==> config.mk <==
export PLATFORM = sky130hd
export DESIGN_NAME = dual_rail_scan_responder
export DESIGN_NICKNAME = d
export VERILOG_FILES = /design/src/rtl/dual_rail_scan_responder_pkg.sv /design/src/rtl/dual_rail_scan_responder_dr_sync2.sv /design/src/rtl/dual_rail_scan_responder.sv
export SDC_FILE = /design/constraint.sdc
export NUM_CORES = 1
export LEC_CHECK = 0
export CAP_MARGIN = 20
export CORE_MARGIN = 4
export CORE_UTILIZATION = 42
export DETAILED_ROUTE_END_ITERATION = 8
export HOLD_SLACK_MARGIN = 0.15
export PLACE_DENSITY = 0.74
export REMOVE_ABC_BUFFERS = 1
export SYNTH_ARGS = -nofsm -noshare
export SYNTH_HDL_FRONTEND = slang
export SYNTH_SLANG_ARGS = --single-unit
==> constraint.sdc <==
create_clock -name clk -period 1.3 [get_ports clk]
set_input_delay 0.13 -clock clk [delete_from_list [all_inputs] [get_ports clk]]
set_output_delay 0.13 -clock clk [all_outputs]
set_load 0.01 [all_outputs]
==> src/rtl/dual_rail_scan_responder_pkg.sv <==
// Shared types for the dual-rail scan responder: handshake FSM states and
// dual-rail pair classification, with pair packed as {rail1, rail0}.
package dual_rail_scan_responder_pkg;

   typedef enum logic [2:0] {
      ST_IDLE  = 3'd0,
      ST_DRIVE = 3'd1,
      ST_ACK   = 3'd2,
      ST_RTZ   = 3'd3,
      ST_ERR   = 3'd4
   } state_t;

   localparam logic [1:0] DR_NULL    = 2'b00;
   localparam logic [1:0] DR_VALID0  = 2'b01;
   localparam logic [1:0] DR_VALID1  = 2'b10;
   localparam logic [1:0] DR_ILLEGAL = 2'b11;

   localparam int unsigned N_INPUTS = 7;

   function automatic logic dr_is_valid(input logic [1:0] pair);
      return (pair == DR_VALID0) || (pair == DR_VALID1);
   endfunction

endpackage

==> src/rtl/dual_rail_scan_responder_dr_sync2.sv <==
// Two-flop synchronizer with synchronous active-high reset.
module dr_sync2 (
   input  logic clk,
   input  logic rst,
   input  logic d_i,
   output logic q_o
);

   logic s1_q;
   logic s2_q;

   // metastability filter: two back-to-back flops
   always_ff @(posedge clk) begin
      if (rst) begin
         s1_q <= 1'b0;
         s2_q <= 1'b0;
      end else begin
         s1_q <= d_i;
         s2_q <= s1_q;
      end
   end

   assign q_o = s2_q;

endmodule

==> src/rtl/dual_rail_scan_responder.sv <==
// Dual-rail 2:1 mux responder with a 4-phase req/ack handshake.
// Define SCAN_RESP_SYNC_EN to put a dr_sync2 on every data/handshake input.
module dual_rail_scan_responder #(
   parameter int CNT_W = 8
) (
   input  logic             clk,
   input  logic             rst,
   input  logic             in1_0,
   input  logic             in1_1,
   input  logic             in2_0,
   input  logic             in2_1,
   input  logic             sel0,
   input  logic             sel1,
   input  logic             req,
   output logic             q0,
   output logic             q1,
   output logic             ack,
   output logic             err,
   output logic [CNT_W-1:0] xfer_cnt
);

   import dual_rail_scan_responder_pkg::*;

   logic [N_INPUTS-1:0] raw_s;
   logic [N_INPUTS-1:0] smp_s;
   logic [1:0]          p1_s;
   logic [1:0]          p2_s;
   logic [1:0]          ps_s;
   logic                req_s;
   logic                any_ill_s;
   logic                all_valid_s;
   logic                all_null_s;
   logic                ill_watch_s;
   logic                r_d;
   logic [CNT_W-1:0]    cnt_d;

   state_t              state_q;
   logic                q0_q;
   logic                q1_q;
   logic                ack_q;
   logic                err_q;
   logic [CNT_W-1:0]    cnt_q;

   assign raw_s = {req, sel1, sel0, in2_1, in2_0, in1_1, in1_0};

`ifdef SCAN_RESP_SYNC_EN
   for (genvar gi = 0; gi < N_INPUTS; gi++) begin : g_sync
      dr_sync2 u_sync (
         .clk (clk),
         .rst (rst),
         .d_i (raw_s[gi]),
         .q_o (smp_s[gi])
      );
   end
`else
   assign smp_s = raw_s;
`endif

   assign p1_s  = smp_s[1:0];
   assign p2_s  = smp_s[3:2];
   assign ps_s  = smp_s[5:4];
   assign req_s = smp_s[6];

   // pair classification and next values for the result bit and counter
   always_comb begin
      any_ill_s   = (p1_s == DR_ILLEGAL) || (p2_s == DR_ILLEGAL) || (ps_s == DR_ILLEGAL);
      all_valid_s = dr_is_valid(p1_s) && dr_is_valid(p2_s) && dr_is_valid(ps_s);
      all_null_s  = (p1_s == DR_NULL) && (p2_s == DR_NULL) && (ps_s == DR_NULL);
      ill_watch_s = (state_q == ST_IDLE) || (state_q == ST_DRIVE) || (state_q == ST_ACK);
      if (ps_s == DR_VALID1) begin
         r_d = (p2_s == DR_VALID1);
      end else begin
         r_d = (p1_s == DR_VALID1);
      end
      cnt_d = cnt_q + {{(CNT_W-1){1'b0}}, 1'b1};
   end

   // handshake FSM with registered outputs; ILLEGAL anywhere before RTZ is terminal
   always_ff @(posedge clk) begin
      if (rst) begin
         state_q <= ST_IDLE;
         q0_q    <= 1'b0;
         q1_q    <= 1'b0;
         ack_q   <= 1'b0;
         err_q   <= 1'b0;
         cnt_q   <= {CNT_W{1'b0}};
      end else if (any_ill_s && ill_watch_s) begin
         state_q <= ST_ERR;
         q0_q    <= 1'b0;
         q1_q    <= 1'b0;
         ack_q   <= 1'b0;
         err_q   <= 1'b1;
      end else begin
         case (state_q)
            ST_IDLE: begin
               if (req_s && all_valid_s) begin
                  state_q <= ST_DRIVE;
                  q1_q    <= r_d;
                  q0_q    <= ~r_d;
               end
            end
            ST_DRIVE: begin
               state_q <= ST_ACK;
               ack_q   <= 1'b1;
            end
            ST_ACK: begin
               if (!req_s && all_null_s) begin
                  state_q <= ST_RTZ;
                  q0_q    <= 1'b0;
                  q1_q    <= 1'b0;
               end
            end
            ST_RTZ: begin
               state_q <= ST_IDLE;
               ack_q   <= 1'b0;
               cnt_q   <= cnt_d;
            end
            ST_ERR: begin
               q0_q  <= 1'b0;
               q1_q  <= 1'b0;
               ack_q <= 1'b0;
               err_q <= 1'b1;
            end
            default: begin
               state_q <= ST_ERR;
               q0_q    <= 1'b0;
               q1_q    <= 1'b0;
               ack_q   <= 1'b0;
               err_q   <= 1'b1;
            end
         endcase
      end
   end

   assign q0       = q0_q;
   assign q1       = q1_q;
   assign ack      = ack_q;
   assign err      = err_q;
   assign xfer_cnt = cnt_q;

endmodule

==> results of run 1 <==
## how the worst max path moves through the flow
stage	startpoint	to	slack, ps	cells after the start
2_1_floorplan	sel0	q0$_SDFFE_PP0P_	5	6
3_3_place_gp	in2_1	q0$_SDFFE_PP0P_	-520	7
3_5_place_dp	sel0	q0$_SDFFE_PP0P_	-560	7
4_1_cts	in1_0	q0$_SDFFE_PP0P_	-1	7
5_1_grt	in1_0	q0$_SDFFE_PP0P_	-20	7
6_report	in1_0	q0$_SDFFE_PP0P_	20	7
## worst register-to-register path: stages, from the launching register on
cell and delay [ps]:
dfxtp_2 360, or3_4 400, and3_4 190, o21ba_1 150
## cell families (layout without fill, tap and decap cells)
logic type               Yosys count  after routing  share of synthesized area [%]
XOR/XNOR                           7              7                          7.778
adder cells (fa/ha/maj)           10             10                          15.87
AO/OA/AOI/OAI                     11             11                          10.32
AND/OR/NAND/NOR                   32             32                          23.49
flip-flops                        15             15                          38.10
buffers and inverters              9             42                          4.444
## layout by cell type, fill, tap and decap left out, drive strengths merged
cell type / count
a211oi: 2
a21oi: 5
and3: 2
and3b: 1
and4b: 1
buf: 11
clkbuf: 3
clkdlybuf4s15: 3
clkdlybuf4s50: 2
clkinv: 1
dfxtp: 15
dlygate4sd2: 13
dlymetal6s2s: 2
ha: 10
inv: 7
nand2: 6
nand2b: 2
nand3b: 1
nand4: 4
nor2: 9
nor2b: 1
nor3: 2
o21ai: 3
o21ba: 1
or3: 3
xnor2: 4
xor2: 3
## final cells by class
class	count	area (um^2)
repair buffers	31	271.5
well taps	25	31.28
inverters	7	26.28
flip-flops and latches	15	306.5
multi-input cells	60	457.9
clock buffers	3	22.52
clock inverters	1	5.005
fillers	176	624.3
## metal layers
layer / global-route usage, % / wire, um
met1: 12.37 / 601
met2: 25.11 / 786
met3: 3.790 / 97
met4: 7.860 / 31
met5: 0 / 0
## flip-flops by register name (all words and copies together) (netlist names)
| register | flops |
|---|---|
| err | 1 |
| q1 | 1 |
| state_q | 3 |
| xfer_cnt | 8 |
| ack | 1 |
| q0 | 1 |
## per-stage QoR
stage               cell area [um^2]  TNS [ps]  instances  util, %  hold slack [ps]
global route                    1121    -15.45        142    64.23            493.0
global placement                1094     -2977        138    62.65            434.8
CTS                             1114    -1.144        142    63.80            473.4
floorplan                      779.5         0         82        -            199.1
finish                          1121         0        142    64.23            460.8
detailed placement              1094     -3212        138    62.65            460.8
## where the power goes
part / internal [mW] / switching (mW)
sequential: 0.465 / 0.00599
clock: 0.114 / 0.152
combinational: 0.0663 / 0.0460
total: 0.646 / 0.204
## what timing repair did
| item | 4_1_cts | 5_1_grt |
|---|---|---|
| pin swaps | 2 | 3 |
| hold buffers | 0 | 0 |
| gates resized for setup | 25 | 4 |
| endpoints found under the setup margin | 16 | 7 |
| endpoints found under the hold margin | 0 | 0 |
==> summary.md, run 1 <==
| Metric | Value |
|---|---|
| Status | finished clean |
| Post-route antenna net violation count | 0 |
| Max cap viols | 0 |
| Initial DRC Count | 2 |
| Seq cells post-synth | 15 |
| Row cnt | 15 |
| Vias in the first global route | 682 |
| Worst Path Buf+Inv | 2 |
| Vias | 689 |
| Layout cell share with drive strength beyond 1 | 23.93% |
| Routed len/inst | 10.68 um |
| DIE AREA | 2634 um^2 |
| Final WL | 1.516 mm |
| CTS Buf Count | 3 |
| Worst Hold Depth | 2 |
| Warnings, synthesis | 0 |
| Main flop type after synthesis | dfxtp_1 |
| CP top delay family | simple AND/OR/NAND/NOR gates |
| FF-to-FF End | q0$_SDFFE_PP0P_ |
| Final #Nets | 137 |
| Reg2reg path depth | 3 |
| Hold path start | err$_SDFFE_PP0P_ |
| Asr flop ratio synth | 0% |
| Required @ worst endpoint | 1500 ps |
| EDFF count, synth | 0 |
| Hold Path Class | reg -> reg |
| # IOs | 21 |
| Gr ovfl total | 0 |
| Leading area contributor after synthesis | dfxtp_1 |
| First-pass detailed-route iteration total | 4 |
| Avg Vias per Cell | 4.852 |
| Seq/Total Area, Yosys | 38.10% |
| Total core area | 1745 um^2 |
| CP max FO | 3 |
| Pin count of the biggest net entering global routing | 11 |
| Hold Fails Final Rpt | 0 |
| Startpoint types | input port |
| Port bufs | 20 |
| Post-synthesis instance total | 84 |
| Antenna violations before repair | 0 |
| H-tree levels | 1 |
| Clk_skew | 8.554 ps |
| CP max-delay cell | or3_4 |
| Top-count cell post-synth | dfxtp_1 |
| N_diodes | 0 |
| Leakage Power | 0.5696 nW |
| Hold EP | err$_SDFFE_PP0P_ |
| Slew Viols, Final | 0 |
| First-pass GRT wire length | 2.566 mm |
| Setup crit end kind | flip-flop |
| Final setup viols | 0 |
| Tcrit/Tclk final | 98.08% |
| Clock Sink Count | 15 |
| Setup WS pre-CTS | -558.0 ps |
| Root Buffer | clkbuf_4 |
| Longest Clk Path Bufs | 2 |
| RSZ-0062 raised after global routing | yes |
| Worst r2r src | state_q[0]$_SDFFE_PP0P_ |
| Setup CP Type | in -> reg |
| Die width | 51.32 um |
| Post-synth top cells | 15 x dfxtp_1, 10 x ha_1, 9 x nor2_1, 7 x inv_1, 6 x nand2_1 |
| Synth top area cells | dfxtp_1 38%, ha_1 16%, xnor2_1 4.4%, nor2_1 4.3%, inv_1 3.3% |
| Post-synth top area share | 38.10% |
| Dpl hpwl | 1.288 mm |
| IR drop worst, VDD | 0.5320 mV |
| Final Critical Period | 1275 ps |
| DRC viols | 0 |
| Critical path cell sequence | dlygate4sd2_1 -> inv_1 -> ha_1 -> nand4_1 -> or3_4 -> and3_4 -> o21ba_1 |
| Routability cong. | 0.7372 |
| Fmax | 0.7843 GHz |
| CP max stage delay | 390 ps |
| Max-slew headroom at the worst pin | 85.55% |
| Overall Power | 850.6 uW |
| Post-CTS Setup Inserts | 0 |
| Die H | 51.32 um |
| Post-Syn Area | 788.3 um^2 |
| Initial core utilization | 45.16% |
| Setup ws final | 24.97 ps |
| Layout Area Growth over Synthesis | 42.22% |
| R2R Setup Slk | 100 ps |
| Clk pin slew, worst setup/hold paths | 90 ps |
| Total track usage | 13.24% |
| Yosys cell types | 26 |
| Worst-Margin Slew | 215.1 ps |
| Worst-Skew Late Latency | 290 ps |
| WP data arrival | 1470 ps |
| CTS tree | built |
| Syn Area/Cell | 9.384 um^2 |
| Total power per unit cell area | 758.8 nW/um^2 |
Note: power is estimated with default switching activity, not from simulation.
==> run 2, diff against run 1 <==
--- a/config.mk
+++ b/config.mk
@@ -8,6 +8,7 @@
 export CAP_MARGIN = 20
 export CORE_MARGIN = 4
 export CORE_UTILIZATION = 42
+export CTS_CLUSTER_DIAMETER = 80
 export DETAILED_ROUTE_END_ITERATION = 8
 export HOLD_SLACK_MARGIN = 0.15
 export PLACE_DENSITY = 0.74
==> results of run 2 <==
Same layout as run 1: the final DEF is identical, and so are final timing and power.
